<file path="src/rtl/udp_parser.sv">
// UDP header parser: strips the 8-byte header, filters on destination port, forwards the payload.
// Optional packet/error counters are enabled with the UDP_PARSER_STATS_EN macro.
module udp_parser #(
  parameter int unsigned DATA_WIDTH  = 8,
  parameter logic [15:0] TARGET_PORT = 16'd0
) (
  input  logic                  clk,
  input  logic                  rst,
  input  logic [DATA_WIDTH-1:0] s_axis_tdata,
  input  logic                  s_axis_tvalid,
  input  logic                  s_axis_tlast,
  input  logic [63:0]           s_axis_tuser,
  output logic                  s_axis_tready,
  output logic [DATA_WIDTH-1:0] m_axis_tdata,
  output logic                  m_axis_tvalid,
  output logic                  m_axis_tlast,
  output logic [96:0]           m_axis_tuser,
  input  logic                  m_axis_tready
`ifdef UDP_PARSER_STATS_EN
  ,
  output logic [31:0]           stat_fwd_pkts,
  output logic [31:0]           stat_drop_pkts,
  output logic [15:0]           stat_len_err
`endif
);

  typedef enum logic [1:0] {StHeader, StPayload, StDrain, StDrop} state_e;

  state_e      state_q, state_d;
  logic [2:0]  hdr_cnt_q, hdr_cnt_d;
  logic [15:0] remaining_q, remaining_d;
  logic [15:0] src_port_q, src_port_d;
  logic [15:0] dst_port_q, dst_port_d;
  logic [15:0] length_q, length_d;
  logic [63:0] ip_q, ip_d;
  logic        beat;
  logic        len_err;

  assign s_axis_tready = (state_q == StPayload) ? m_axis_tready : 1'b1;
  assign beat          = s_axis_tvalid && s_axis_tready;
  assign m_axis_tdata  = s_axis_tdata;
  assign m_axis_tuser  = {len_err, ip_q, src_port_q, dst_port_q};

  always_comb begin
    state_d       = state_q;
    hdr_cnt_d     = hdr_cnt_q;
    remaining_d   = remaining_q;
    src_port_d    = src_port_q;
    dst_port_d    = dst_port_q;
    length_d      = length_q;
    ip_d          = ip_q;
    m_axis_tvalid = 1'b0;
    m_axis_tlast  = 1'b0;
    len_err       = 1'b0;

    unique case (state_q)
      StHeader: begin
        if (beat) begin
          unique case (hdr_cnt_q)
            3'd0: begin
              ip_d             = s_axis_tuser;
              src_port_d[15:8] = s_axis_tdata;
            end
            3'd1:    src_port_d[7:0] = s_axis_tdata;
            3'd2:    dst_port_d[15:8] = s_axis_tdata;
            3'd3:    dst_port_d[7:0]  = s_axis_tdata;
            3'd4:    length_d[15:8]   = s_axis_tdata;
            3'd5:    length_d[7:0]    = s_axis_tdata;
            default: ;
          endcase
          if (s_axis_tlast) begin
            // Runt: too short to carry a full header, discard silently.
            hdr_cnt_d = 3'd0;
          end else if (hdr_cnt_q == 3'd7) begin
            hdr_cnt_d = 3'd0;
            if (length_q <= 16'd8 || (TARGET_PORT != 16'd0 && dst_port_q != TARGET_PORT)) begin
              state_d = StDrop;
            end else begin
              state_d     = StPayload;
              remaining_d = length_q - 16'd8;
            end
          end else begin
            hdr_cnt_d = hdr_cnt_q + 3'd1;
          end
        end
      end
      StPayload: begin
        m_axis_tvalid = s_axis_tvalid;
        m_axis_tlast  = s_axis_tlast || (remaining_q == 16'd1);
        len_err       = s_axis_tvalid && s_axis_tlast && (remaining_q != 16'd1);
        if (beat) begin
          remaining_d = remaining_q - 16'd1;
          if (s_axis_tlast) begin
            state_d = StHeader;
          end else if (remaining_q == 16'd1) begin
            state_d = StDrain;
          end
        end
      end
      StDrain, StDrop: begin
        if (beat && s_axis_tlast) state_d = StHeader;
      end
      default: state_d = StHeader;
    endcase
  end

  always_ff @(posedge clk) begin
    if (rst) begin
      state_q     <= StHeader;
      hdr_cnt_q   <= 3'd0;
      remaining_q <= 16'd0;
      src_port_q  <= 16'd0;
      dst_port_q  <= 16'd0;
      length_q    <= 16'd0;
      ip_q        <= 64'd0;
    end else begin
      state_q     <= state_d;
      hdr_cnt_q   <= hdr_cnt_d;
      remaining_q <= remaining_d;
      src_port_q  <= src_port_d;
      dst_port_q  <= dst_port_d;
      length_q    <= length_d;
      ip_q        <= ip_d;
    end
  end

`ifdef UDP_PARSER_STATS_EN
  logic runt;
  logic drop_entry;

  assign runt       = (state_q == StHeader) && beat && s_axis_tlast;
  assign drop_entry = (state_q == StHeader) && (state_d == StDrop);

  always_ff @(posedge clk) begin
    if (rst) begin
      stat_fwd_pkts  <= 32'd0;
      stat_drop_pkts <= 32'd0;
      stat_len_err   <= 16'd0;
    end else begin
      if (m_axis_tvalid && m_axis_tready && m_axis_tlast) stat_fwd_pkts <= stat_fwd_pkts + 32'd1;
      if (runt || drop_entry) stat_drop_pkts <= stat_drop_pkts + 32'd1;
      if (beat && len_err) stat_len_err <= stat_len_err + 16'd1;
    end
  end
`endif

endmodule
</file>
<file path="config.mk">
export PLATFORM = sky130hd
export DESIGN_NAME = udp_parser
export DESIGN_NICKNAME = d
export VERILOG_FILES = /design/src/rtl/udp_parser.sv
export SDC_FILE = /design/constraint.sdc
export NUM_CORES = 1
export LEC_CHECK = 0
export BUFFER_PORTS_ARGS = -buffer_cell sky130_fd_sc_hd__buf_2
export CAP_MARGIN = 40
export CORE_ASPECT_RATIO = 0.6
export CORE_MARGIN = 2
export CORE_UTILIZATION = 40
export DETAILED_ROUTE_END_ITERATION = 10
export GPL_TIMING_DRIVEN = 0
export PLACE_DENSITY = 0.65
export SETUP_SLACK_MARGIN = 0.4
export SLEW_MARGIN = 20
export SYNTH_ARGS = -nofsm -noshare
export SYNTH_HDL_FRONTEND = slang
export SYNTH_SLANG_ARGS = --single-unit
</file>
<file path="constraint.sdc">
create_clock -name clk -period 3 [get_ports clk]
set_input_delay 0.15 -clock clk [delete_from_list [all_inputs] [get_ports clk]]
set_output_delay 0.15 -clock clk [all_outputs]
set_load 0.05 [all_outputs]
</file>
# [Yosys cells after proc, flatten, opt, wreduce, memory -nomap -nowiden]
# Cells that the tools add are included.
[totals] out_inout_bits=108 ff_bits=133
[op_classes] order_cmp=1 muxes=21 n_reduce_logical=18 eq_ne=18 add_sub_neg=3
[op_table] op="$mux W16" count=5
[op_table] op="$pmux W16 S2" count=1
[op_table] op="$reduce_and A3 Y1" count=6
[op_table] op="$eq A16 B1 Y1 const B" count=1
[op_table] op="$le A16 B4 Y1 const B" count=1
[op_table] op="$mux W2" count=8
[op_table] op="$ne A16 B1 Y1 const B" count=1
[op_table] op="$sub A16 B1 Y16 const B" count=1
[op_table] op="$sub A16 B4 Y16 const B" count=1
[op_table] op="$ne A2 B2 Y1 const B" count=6
[op_table] op="$reduce_and A6 Y1" count=2
[op_table] op="$eq A3 B3 Y1 const B" count=3
[op_table] op="$eq A3 B2 Y1 const B" count=2
[op_table] op="$mux W3" count=2
[op_table] op="$pmux W2 S3" count=1
[op_table] op="$eq A2 B2 Y1 const B" count=2
[op_table] op="$logic_and A1 B1 Y1" count=4
[op_table] op="$mux W1" count=4
[op_table] op="$add A3 B1 Y3 const B" count=1
[op_table] op="$eq A3 B1 Y1 const B" count=1
[op_table] op="$logic_not A3 Y1" count=1
[op_table] op="$ne A3 B2 Y1 const B" count=1
[op_table] op="$eq A2 B1 Y1 const B" count=1
[op_table] op="$logic_not A2 Y1" count=1
[op_table] op="other kinds (4)" count=4

# [Logic depth before layout (Yosys ltp)]
[depth] depth_word=6 ltp_mapped=9 depth_no_buf=7

# [Worst setup path before layout]
# OpenSTA, ideal clock, no wires.
[synth_path] path_kind="flip-flop to flip-flop" from="reg length_q[3]" to="reg remaining_q[11]" path_buffers=1 t_arrival_ps=1971 path_stages_with_launch=9 setup_time_ps=119 synth_period_minus_slack_ps=2090 t_required_ps=2881 slack_ps=910 path_cell_list="dfxtp_1 inv_1 ha_1 or4b_2 clkbuf_1 nor4_1 xnor2_1 a32oi_1 o221a_2"
[synth_via] elab_chain_cells=6
[synth_rtl] element="start, declared" line="34" text="logic [15:0] length_q, length_d;"
[synth_rtl] element="start signal, assigned" line="122" text="length_q <= length_d;"
[synth_rtl] element="$sub A16 B4 Y16" line="80" text="remaining_d = length_q - 16'd8;"
[synth_rtl] element="$mux W16" line="76" text="if (length_q <= 16'd8 || (TARGET_PORT != 16'd0 && dst_port_q != TARGET_PORT)) begin"
[synth_rtl] element="$mux W16" line="74" text="end else if (hdr_cnt_q == 3'd7) begin"
[synth_rtl] element="$mux W16" line="71" text="if (s_axis_tlast) begin"
[synth_rtl] element="$mux W16" line="58" text="if (beat) begin"
[synth_rtl] element="$pmux W16 S2" line="56" text="unique case (state_q)"
[synth_rtl] element="end signal, assigned" line="119" text="remaining_q <= remaining_d;"
[synth_rtl] element="end, declared" line="31" text="logic [15:0] remaining_q, remaining_d;"
# Several ways; a longest one is shown, not always the timed one. The select of a mux whose other input is x is not followed.
# A chain may end at the register's enable or synchronous reset.

# [Final worst setup path]
[layout_path] from="reg remaining_q[10]" to="out m_axis_tuser[96]"
[layout_via] elab_chain_cells=3
[layout_rtl] element="$ne A16 B1 Y1" line="90" text="len_err = s_axis_tvalid && s_axis_tlast && (remaining_q != 16'd1);"
[layout_rtl] element="$logic_and A1 B1 Y1" line="90"
[layout_rtl] element="$mux W1" line="56"
[layout_rtl] element="end, declared" line="17" text="output logic [96:0] m_axis_tuser,"
# No other way between the ends.

==> impl_metrics.toml <==
[yosys]
yosysTopAreaCellShare = 0.474
synth_nets = 785
synthDistinctLibCells = 60
synth_compound_area_frac = 0.176
synth_top_family_by_area = "simple AND/OR/NAND/NOR gates"
yosysWarnings = 0
async_reset_ff_frac = 0
synth_xor_area_frac = 0.0140
synthAdderAreaFrac = 0.0200
synth_ff_type = "dfxtp_1"
muxShareOfSynthArea = 0.0303
synthCells = 699
synthTopCellsByCount = "nand2_1 (189), dfxtp_1 (133), a21oi_1 (117)"
ys_seq_area_frac = 0.474
synth.most_common_cell = "nand2_1"
syn_area_um2 = 5620
synth-simple-area-share = 0.226
syn_area_per_cell_um2 = 8.04
synth_area_leader_cell = "dfxtp_1"
synth-seq-cells = 133
synth_edf_count = 0
ys_top_cells_by_area = "dfxtp_1 (47%), nand2_1 (13%), a21oi_1 (10%), mux2i_1 (3.0%), nor2_1 (2.3%)"

[worst_setup_path]
cp_max_fo = 6
r2r_cells = 8
r2r_slack_ns = 0.57
start_kind = "flop"
critical_path_class = "reg2out"
critPathArrivalTime_ns = 2.30
r2r-end = "remaining_q[13]$_SDFFE_PP0P_"
required_ns = 2.85
endpoint_kind = "output port"
rr_startpoint = "length_q[3]$_SDFFE_PP0P_"

[clock_network]
cts_tree = "yes"
path_clk_slew_ns = 0.06
cts_setup_buffers = 0
clock-sinks = 133
htreeDepth = 4
cts-buffers-inserted = 17
root_buffer = "clkbuf_16"
insertion_delay_ns = 0.42
cts_buffer_depth = 2

[placement]
port_buffers = 182
finalWeightedCongestion = 0.840
dpl.hpwl_mm = 12.5

[floorplan]
chipWidth_um = 157
core_um2 = 13700
ios = 185
fp.dieH_um = 95.8
row_count = 33
start_util = 0.411
die-area_um2 = 15000

[layout]
nets = 1049
drive_gt1_frac = 0.267
syn2layout_area_growth_pct = 41.7
final.fill_count = 1251
num_antenna_cells = 0
final_util = 0.582

[global_route]
grt_max_degree = 17
grt_pass1_vias = 5343
antenna_found_initial = 0
grt_overflow_total = 0
grt_use_total = 0.238
grt_pass1_wl_mm = 27.7

[run_status]
outcome = "finished, final reports clean"

[sta]
worst_pin_slew_ns = 0.827
clock_skew_ns = 0.0128
setup_viol = 0
post-route-min-period_ns = 2.45
hold_violations = 0
post-route-period-util = 0.817
relSlewSlack = 0.444
max_freq_mhz = 408
slew_viol_final = 0
grt_setup_unrepaired = "false"
tns_ns = 0

[worst_hold_path]
hold_path.class = "in2reg"
hold_end = "ip_q[33]$_SDFFE_PP0P_"
whs_path_depth = 3
worstHoldStart = "s_axis_tuser[33]"

[detailed_routing]
drtPass1Iterations = 4
routed_wl_mm = 18.1
antenna_left = 0
wl_per_cell_um = 15.5
drcViolationCount = 0
vias = 5830
drt_iter0_markers = 444
via_per_inst = 5.00

[power_and_ir_drop]
powerDensity_nw_per_um2 = 611
ir_worst_vdd_uv = 363
p_leak_nw = 3.59

[job]
drv_cap = 0
layer usage:
| layer | routed length (µm) | vias to the layer above | share of wire | track usage |
|---|---|---|---|---|
| li1 | - | 2890 | - | - |
| met1 | 8630 | 2694 | 0.48 | 0.329 |
| met2 | 7630 | 232 | 0.42 | 0.354 |
| met3 | 1700 | 14 | 0.094 | 0.0828 |
| met4 | 157 | 0 | 0.0087 | 0.0629 |
| met5 | 0 | - | 0 | 0 |
critical path: stages (launching register included):
cell and delay, ns:
dfxtp_1 0.35, nor4_1 0.51, nor2b_1 0.37, and4_1 0.29, nor2_1 0.05, buf_4 0.12
buf_2 0.20
through the flow:
step                      power, mW  cell area (µm²)  hold slack, ns  setup WS, ns  instances
after floorplan                2.61             5620           0.286         0.910        699
after global placement         2.88             6770           0.393         0.457       1073
after detailed placement       2.89             6770           0.397         0.438       1073
after CTS                      4.87             7950         0.00398         0.421       1167
after global routing           5.04             7960          0.0167         0.407       1167
final                          4.87             7960          0.0132         0.549       1167
placed cells by master (no fill, tap or decap), types with 17 or more instances in the layout:
cell           instances
buf_2                196
nand2_1              188
dfxtp_1              133
a21oi_1              117
dlygate4sd3_1         63
nor2_1                35
clkbuf_1              30
nand3_1               18
mux2i_1               17
clkbuf_16             17
power by group:
group / switching [mW] / internal (mW)
Sequential: 0.0484 / 1.86
Clock: 0.834 / 1.11
Combinational: 0.727 / 0.282
Total: 1.61 / 3.26
worst max path at each step:
stage | from | end | depth (start not counted)
after floorplan | length_q[3]$_SDFFE_PP0P_ | remaining_q[11]$_SDFFE_PP0P_ | 8
after global placement | state_q[1]$_SDFFE_PP0P_ | src_port_q[13]$_SDFFE_PP0P_ | 9
after detailed placement | state_q[1]$_SDFFE_PP0P_ | src_port_q[15]$_SDFFE_PP0P_ | 9
after CTS | state_q[1]$_SDFFE_PP0P_ | src_port_q[15]$_SDFFE_PP0P_ | 9
after global routing | state_q[1]$_SDFFE_PP0P_ | ip_q[49]$_SDFFE_PP0P_ | 9
final | remaining_q[10]$_SDFFE_PP0P_ | m_axis_tuser[96] | 6
layout make-up:
cell class | instances | area (µm²) | share of cell area
Sequential cell | 133 | 2660 | 0.334
Multi-Input combinational cell | 496 | 2630 | 0.330
Timing Repair Buffer | 245 | 1540 | 0.194
Clock buffer | 19 | 453 | 0.0569
Buffer | 57 | 289 | 0.0363
Tap cell | 192 | 240 | 0.0302
Clock inverter | 12 | 97.6 | 0.0123
Inverter | 13 | 48.8 | 0.00613
logic make-up after synthesis:
group | after synthesis
DFF | 133
AOI/OAI and AO/OA | 168
muxes | 17
xor gates and xnor gates | 9
adders and majority gates | 9
buffers and inverters | 70
and+or+nand+nor | 293
registers in the layout, indices dropped and copies added, names as in the netlist:
name and flops:
dst_port_q 16, ip_q 64, src_port_q 16, hdr_cnt_q 3
length_q 16, state_q 2, remaining_q 16
timing repair:
| item | CTS | global route |
|---|---|---|
| endpoints found under the hold margin | 63 | 0 |
| hold buffers | 63 | 0 |
| resized for setup | 0 | 2 |
| setup endpoints to repair | 0 | 71 |
Note: power is estimated with default switching activity, not from simulation.
